[config.mk]
export PLATFORM = sky130hd
export DESIGN_NAME = demux2_seq
export DESIGN_NICKNAME = d
export VERILOG_FILES = /design/src/rtl/demux2_seq.sv
export SDC_FILE = /design/constraint.sdc
export NUM_CORES = 1
export LEC_CHECK = 0
export BUFFER_PORTS_ARGS = -buffer_cell sky130_fd_sc_hd__buf_4
export CAP_MARGIN = 15
export CORE_ASPECT_RATIO = 1.1
export CORE_UTILIZATION = 55
export CTS_CLUSTER_SIZE = 16
export DETAILED_ROUTE_END_ITERATION = 8
export HOLD_SLACK_MARGIN = 0.12
export PLACE_DENSITY = 0.78
export SLEW_MARGIN = 20
export SYNTH_ARGS = -nofsm -noshare
export SYNTH_HDL_FRONTEND = slang
export SYNTH_SLANG_ARGS = --single-unit
[constraint.sdc]
create_clock -name clk -period 3 [get_ports clk]
set_input_delay 0.15 -clock clk [delete_from_list [all_inputs] [get_ports clk]]
set_output_delay 0.15 -clock clk [all_outputs]
set_load 0.01 [all_outputs]
[src/rtl/demux2_seq.sv]
// Registered 1-to-2 demultiplexer: steers one sample stream to channel A or B,
// with the select taken from a pin or from an auto-alternating slot counter.

module demux2_ch #(
  parameter int WIDTH = 8
) (
  input  logic             clk,
  input  logic             rst_n,
  input  logic             we,
  input  logic [WIDTH-1:0] din,
  output logic [WIDTH-1:0] dout,
  output logic             vld
);
  always_ff @(posedge clk or negedge rst_n) begin
    if (!rst_n) begin
      dout <= '0;
      vld  <= 1'b0;
    end else begin
      vld <= we;
      if (we) dout <= din;
    end
  end
endmodule

module demux2_seq #(
  parameter int WIDTH  = 8,
  parameter int PERIOD = 50
) (
  input  logic             clk,
  input  logic             rst_n,
  input  logic [WIDTH-1:0] din,
  input  logic             din_valid,
  input  logic             auto_en,
  input  logic             sl,
  output logic [WIDTH-1:0] out_a,
  output logic [WIDTH-1:0] out_b,
  output logic             a_valid,
  output logic             b_valid,
  output logic             cur_sel,
  output logic             slot_done
);
  localparam int CW = 16;
  localparam logic [CW-1:0] LAST = CW'(PERIOD - 1);

  logic [CW-1:0] cnt, base_cnt;
  logic          asel, auto_q;
  logic          enter, base_asel, esel, wrap;
  logic [1:0]              ch_we;
  logic [1:0]              ch_vld;
  logic [1:0][WIDTH-1:0]   ch_dout;

  // On the 0->1 auto edge the slot restarts from sl in the same cycle, so the
  // counter logic works from these "base" values rather than the raw registers.
  always_comb begin
    enter     = auto_en & ~auto_q;
    base_cnt  = enter ? '0 : cnt;
    base_asel = enter ? sl : asel;
    esel      = auto_en ? base_asel : sl;
    wrap      = auto_en & din_valid & (base_cnt == LAST);
    ch_we     = {din_valid & esel, din_valid & ~esel};
  end

  always_ff @(posedge clk or negedge rst_n) begin
    if (!rst_n) begin
      cnt    <= '0;
      asel   <= 1'b0;
      auto_q <= 1'b0;
    end else begin
      auto_q <= auto_en;
      if (auto_en) begin
        if (wrap) begin
          cnt  <= '0;
          asel <= ~base_asel;
        end else if (din_valid) begin
          cnt  <= base_cnt + 16'd1;
          asel <= base_asel;
        end else begin
          cnt  <= base_cnt;
          asel <= base_asel;
        end
      end
    end
  end

  always_ff @(posedge clk or negedge rst_n) begin
    if (!rst_n) begin
      cur_sel   <= 1'b0;
      slot_done <= 1'b0;
    end else begin
      slot_done <= wrap;
      if (din_valid) cur_sel <= esel;
    end
  end

  for (genvar g = 0; g < 2; g++) begin : g_ch
    demux2_ch #(.WIDTH(WIDTH)) u_ch (
      .clk  (clk),
      .rst_n(rst_n),
      .we   (ch_we[g]),
      .din  (din),
      .dout (ch_dout[g]),
      .vld  (ch_vld[g])
    );
  end

  assign out_a   = ch_dout[0];
  assign out_b   = ch_dout[1];
  assign a_valid = ch_vld[0];
  assign b_valid = ch_vld[1];
endmodule

==> flow_metrics.tcl, run 1 <==
set metrics [dict create \
    antenna_left 0 \
    ys_ff_latch 38 \
    clkTransAtPathRegs_ps 120 \
    cts_buffer_depth 2 \
    synth_cells 174 \
    cts-buffers-inserted 5 \
    cts_root_buf "clkbuf_4" \
    placementRows 22 \
    met2_length_mm 2.160 \
    first_iter_violations 57 \
    drive_gt1_frac 0.3194 \
    grt_first_pass_wirelength_mm 7.389 \
    post_cts_resized 0 \
    drc 0 \
    vias_per_cell 5.943 \
    critPathMaxFanout 19 \
    syn-cell-area_sq_mm 0.001996 \
    yosysWarnings 0 \
    gp_congestion 0.9399 \
    max_slew_margin 0.6822 \
    cts_tree "done" \
    clock_latency_ps 340 \
    antenna_found_initial 0 \
    rsz0062_at_grt "no" \
    cp-start-kind "input pin" \
    cts_sinks 38 \
    first_global_vias 1558 \
    ys_seq_area_frac 0.4765 \
    wirelength_mm 4.270 \
    fp.dieH_microns 65.18 \
    wl_met1_mm 1.759 \
    power_leakage_nw 1.119 \
    power_density_mw_per_mm2 531.4 \
    start_util 0.5847 \
    yosysUniqueCellTypes 51 \
    period_needed_ps 2408 \
    worstMarginPinSlew_ps 472.3 \
    cp.required_ps 3240 \
    syn_nets 188 \
    dr_wl_met3_microns 246 \
    area_growth_pct 22.07 \
    outcome "completed" \
    path_class "in2reg" \
    routed.top_layer "met4" \
    critPathArrivalTime_ps 2650 \
    hold_path.class "in2reg" \
    slew_violations 0 \
    fin_skew_ps 6.154 \
    detail_route.first_pass.iterations 4 \
    avgSynthCellArea_sq_um 11.47 \
    grt_util_all_layers 0.2597 \
    hold_viol 0 \
    cap_viol_max_count 0 \
    dp.cells 245 \
    via_count 1569 \
    ys.flop_type "dfrtp_1" \
    async_flop_share 1.000 \
    whs_ps 136.2 \
    coreArea_sq_mm 0.003413 \
    max_freq_ghz 0.4153 \
    die_width_microns 59.44 \
    dieArea_sq_mm 0.003874 \
    synth_edf_count 0 \
    cts_setup_buffers 0 \
    post-route-period-util 0.8026 \
    vdd_drop_max_mv 0.4343 \
    layout.nets 229 \
    fin_tns_setup_ps 0 \
    port_buffers 32 \
    overflow 0 \
    grt_max_degree 39 \
    worst_setup_path_end_kind "register" \
    final_util 0.7137 \
    postCtsHoldBufs 11 \
    stdcell_count 264 \
    final-setup-viol-count 0 \
    wire_per_inst_microns 16.17 \
    hpwl_mm 2.998 \
    h-tree-depth 2 \
    n_antenna_cell 0 \
    pin_count 33 \
]
worst paths after layout:
check / from / endpoint / slack [ps] / cells past startpoint
min in group asynchronous: rst_n / cnt[7] / 290 / 2
max in group asynchronous: rst_n / cnt[1] / 2380 / 2
max: auto_en / cnt[15] / 590 / 11
max reg2reg: auto_q / cnt[15] / 690 / 9
min: din_valid / cur_sel / 140 / 3
min reg2reg: g_ch[1].u_ch.dout[2] / g_ch[1].u_ch.dout[2] / 510 / 1
cell type report:
cell class,count,area [sq um]
well taps,48,60.06
flip-flops and latches,38,950.9
multi-input cells,120,933.4
repair buffers,44,357.8
clock buffers,6,51.30
inverters,6,22.52
clock inverters,2,60.06
fillers,269,977.2
layer usage:
metal / up-vias / GRT usage
met5: - / 0
met4: 0 / 0.1071
met3: 10 / 0.06693
met2: 64 / 0.4171
met1: 762 / 0.3303
li1: 733 / -
cell families (layout without fill, tap and decap cells):
group                      after synthesis  after routing  share of synthesized area
AOI/OAI and AO/OA                       38             38                     0.1423
DFF                                     38             38                     0.4765
buffers and inverters                   16             58                    0.05580
and+or+nand+nor                         63             63                     0.2188
muxes                                   18             18                     0.1003
adders and majority gates                1              1                   0.006269
synth_stat cells (2+ instances only):
library cell,count,area [sq um]
nand2_1,12,45.04
o21ai_0,7,35.03
inv_1,6,22.52
o31ai_1,3,22.52
o2bb2ai_1,3,26.28
buf_2,2,10.01
dfrtp_1,38,950.9
clkbuf_1,2,7.510
a211o_1,3,26.28
a21o_1,3,22.52
a31o_2,2,17.52
nor2_1,5,18.77
nand4_1,4,25.02
nor2b_1,2,12.51
a41oi_1,2,17.52
and3_1,3,18.77
o21a_1,2,15.01
and4bb_1,2,25.02
nor3_1,4,20.02
clkbuf_8,3,41.29
nand3_1,11,55.05
a21oi_1,4,20.02
mux2i_1,2,20.02
mux2_2,13,146.4
buf_6,2,22.52
nor4_1,3,18.77
nor4_4,3,63.81
mux2_1,3,33.78
nand2b_1,2,12.51
and2_1,2,12.51
worst max-delay path, cell delays in order:
cell and delay (ps):
dlygate4sd3_1 530, buf_4 230, nand2b_2 170, and2_1 220, inv_1 60, ha_1 120, and4bb_1 270, nand4_4 180
o21ai_4 250, o21ba_1 180, a211o_1 280
placed cells by master (no fill, tap or decap), drive strengths merged, types with 2 or more instances in the layout:
master       count
nand2b           3
clkbuf           6
o21a             2
o31ai            3
a211o            3
a31o             2
and4bb           2
nor2b            2
and2             3
nand3           12
inv              6
nor4             6
and3             4
o21ai            9
nor3             4
dfrtp           38
mux2i            2
dlygate4sd3     11
o2bb2ai          3
nand4            6
a21o             4
a21oi            4
bufinv           2
mux2            16
buf             33
nand2           13
nor2             5
a41oi            2
power breakdown:
part	internal, W	total (W)	switching [W]
Combinational	0.000128	0.000234	0.000106
Clock	0.000282	0.000456	0.000174
Sequential	0.000564	0.000604	0.0000401
sequential cells by signal, indices dropped and copies added, names as in the netlist:
name            count
auto_q              1
slot_done           1
cnt                16
g_ch.u_ch.vld       2
asel                1
cur_sel             1
g_ch.u_ch.dout     16
metrics by stage:
step	setup slack [ps]	area [sq um]	total power, W
after floorplan	891.4	1996	0.0007282
after global placement	814.0	2215	0.0008284
after detailed placement	699.4	2215	0.0008388
after CTS	606.9	2436	0.001304
after global routing	441.8	2436	0.001353
final	592.3	2436	0.001295
(Power assumes the default switching activity.)
==> run 2, diff against run 1 <==
ABC_AREA = 1   (was unset)
clock period = 2.5 ns   (was 3 ns; I/O delays follow)
==> flow_metrics.tcl, run 2 <==
set metrics [dict create \
    outcome "completed" \
    whs_ps 136.6 \
    drive_gt1_frac 0.2032 \
    grt_max_degree 39 \
    slew_violations 0 \
    critPathArrivalTime_ps 2180 \
    syn_nets 286 \
    wire_per_inst_microns 12.30 \
    reg2reg_depth 10 \
    grt_util_all_layers 0.2652 \
    path_class "in2reg" \
    async_flop_share 1.000 \
    start_util 0.5942 \
    layout_common_cells "nand2_1, dfrtp_1, buf_4, inv_1, nand3_1" \
    gp_congestion 0.8990 \
    coreArea_sq_mm 0.003441 \
    layout.nets 328 \
    yosysTopAreaCell "dfrtp_1" \
    max_freq_ghz 0.5149 \
    cp.required_ps 2740 \
    cts_buffer_depth 2 \
    fill_cells 283 \
    reg_top3 "cnt (16), g_ch.u_ch.dout (16), g_ch.u_ch.vld (2)" \
    fin_skew_ps 12.63 \
    drc 0 \
    clkTransAtPathRegs_ps 120 \
    ys.flop_type "dfrtp_1" \
    die_width_microns 60.13 \
    crit_path_top_delay_cell "dlygate4sd3_1" \
    cp_slowest_stage_delay_ps 540 \
    path_cells "dlygate4sd3_1, buf_4, nand2_2, buf_4, nand2_1, nor2_2, inv_1, nor3_1, nand3_1, nand3_1, nand2_1" \
    crit_family "buffers and inverters" \
    cp-start-kind "input pin" \
    yosysUniqueCellTypes 25 \
    hold_viol 0 \
    vias_per_cell 5.050 \
    via_count 1833 \
    antenna_found_initial 0 \
    final-setup-viol-count 0 \
    cts_root_buf "clkbuf_4" \
    ys_seq_area_frac 0.4651 \
    first_global_vias 1779 \
    r2r-end "cnt[14]" \
    hold_path.class "in2reg" \
    placementRows 22 \
    max_slew_margin 0.6816 \
    critPathMaxFanout 29 \
    min_path_cells 4 \
    crit_buf_inv 4 \
    detail_route.first_pass.iterations 7 \
    cts_sinks 38 \
    power_density_mw_per_mm2 615.3 \
    wirelength_mm 4.465 \
    avgSynthCellArea_sq_um 7.516 \
    cts_tree "done" \
    hpwl_mm 3.097 \
    period_needed_ps 1942 \
    final_common_cell "nand2_1" \
    h-tree-depth 2 \
    area_growth_pct 22.09 \
    fin_tns_setup_ps 0 \
    worst_setup_path_end_kind "register" \
    synth_edf_count 0 \
    synth_cells 272 \
    hp-start "din_valid" \
    synth.most_common_cell "nand2_1" \
    syn-cell-area_sq_mm 0.002044 \
    ys_ff_latch 38 \
    post_cts_resized 0 \
    grt_first_pass_wirelength_mm 7.631 \
    synthTopCellsByCount "nand2_1, dfrtp_1, inv_1, nand3_1, o21ai_1" \
    fp.dieH_microns 65.95 \
    first_iter_violations 119 \
    synth_top_area_share 0.4651 \
    n_antenna_cell 0 \
    rsz0062_at_grt "no" \
    clock_latency_ps 350 \
    worstMarginPinSlew_ps 477.6 \
    cts-buffers-inserted 5 \
    yosys-top-cells-area "dfrtp_1, nand2_1, nand3_1, inv_1, o21ai_1" \
    cap_viol_max_count 0 \
    r2r_slack_ps 720 \
    post-route-period-util 0.7768 \
    port_buffers 32 \
    r2r-start "auto_q" \
    dieArea_sq_mm 0.003965 \
    overflow 0 \
    antenna_left 0 \
    yosysWarnings 0 \
    vdd_drop_max_mv 0.4589 \
    pin_count 33 \
    power_leakage_nw 1.306 \
    worstHoldEndpoint "cnt[1]" \
]
run 2: cell count changes after synthesis, sizes merged, moves of 4 or more:
cell,previous run,this run
nor2,5,21
a21o,4,0
mux2,16,0
o21ai,9,25
inv,6,34
nor4,6,0
nand3,12,28
clkbuf,6,1
nand2,13,103
and3,4,0
run 2: where the power goes:
part / switching (W) / total, W / internal [W] / leakage (nW)
Sequential: 0.0000448 / 0.000723 / 0.000679 / 0.492
Combinational: 0.000156 / 0.000289 / 0.000133 / 0.759
Clock: 0.000211 / 0.000524 / 0.000313 / 0.0554
run 2: per-layer routing:
metal / vias to the layer above / wire length, microns / track usage
met5: - / 0 / 0
met4: 0 / 103 / 0.1279
met3: 10 / 269 / 0.07828
met2: 60 / 2182 / 0.4354
met1: 828 / 1911 / 0.3107
li1: 935 / - / -
run 2: how the worst max path moves through the flow:
| stage | from | to | slack [ps] | depth (start not counted) |
|---|---|---|---|---|
| after floorplan | auto_q | asel | 620 | 17 |
| after global placement | auto_q | cnt[14] | 820 | 10 |
| after detailed placement | auto_q | cnt[10] | 780 | 11 |
| after CTS | auto_en | cnt[10] | 590 | 12 |
| after global routing | auto_en | cnt[10] | 410 | 12 |
| final | auto_en | cnt[14] | 560 | 11 |
run 2: through the flow:
step	area, sq um	cells	power, W	worst slack, ps	utilization
finish	2496	363	0.001536	557.9	0.7255
global route	2496	363	0.001612	407.0	0.7255
CTS	2496	363	0.001547	593.0	0.7255
detailed placement	2290	345	0.001011	776.7	0.6655
global placement	2290	345	0.001005	822.1	0.6655
floorplan	2044	272	0.0008768	615.9	-
run 2: what timing repair did:
item | in CTS | in global routing
endpoints found under the hold margin | 63 | 0
hold buffers | 10 | 0
buffers inserted | 0 | 0
run 2: cell families (layout without fill, tap and decap cells):
logic type / count (synthesis) / in the layout / synth area share
AO/OA/AOI/OAI: 30 / 30 / 0.07405
XOR/XNOR: 2 / 2 / 0.008569
adder cells (fa/ha/maj): 1 / 1 / 0.006119
buffers and inverters: 42 / 85 / 0.09302
flip-flops: 38 / 38 / 0.4651
AND/OR/NAND/NOR: 159 / 159 / 0.3531
run 2: layout make-up:
class	count	area, sq um	share of cell area
flip-flops and latches	38	950.9	0.3810
multi-input cells	192	903.4	0.3619
repair buffers	43	347.8	0.1393
inverters	34	127.6	0.05113
clock inverters	3	68.82	0.02757
well taps	48	60.06	0.02406
clock buffers	5	37.54	0.01504
run 2: worst register-to-register path, cell delays in order, from the launching register on:
cell and delay, ps:
dfrtp_1 340, inv_1 40, nand2_2 130, buf_4 310, nand2_1 150, nor2_2 150, inv_1 70, nor3_1 220
nand3_1 120, nand3_1 90, nand2_1 50
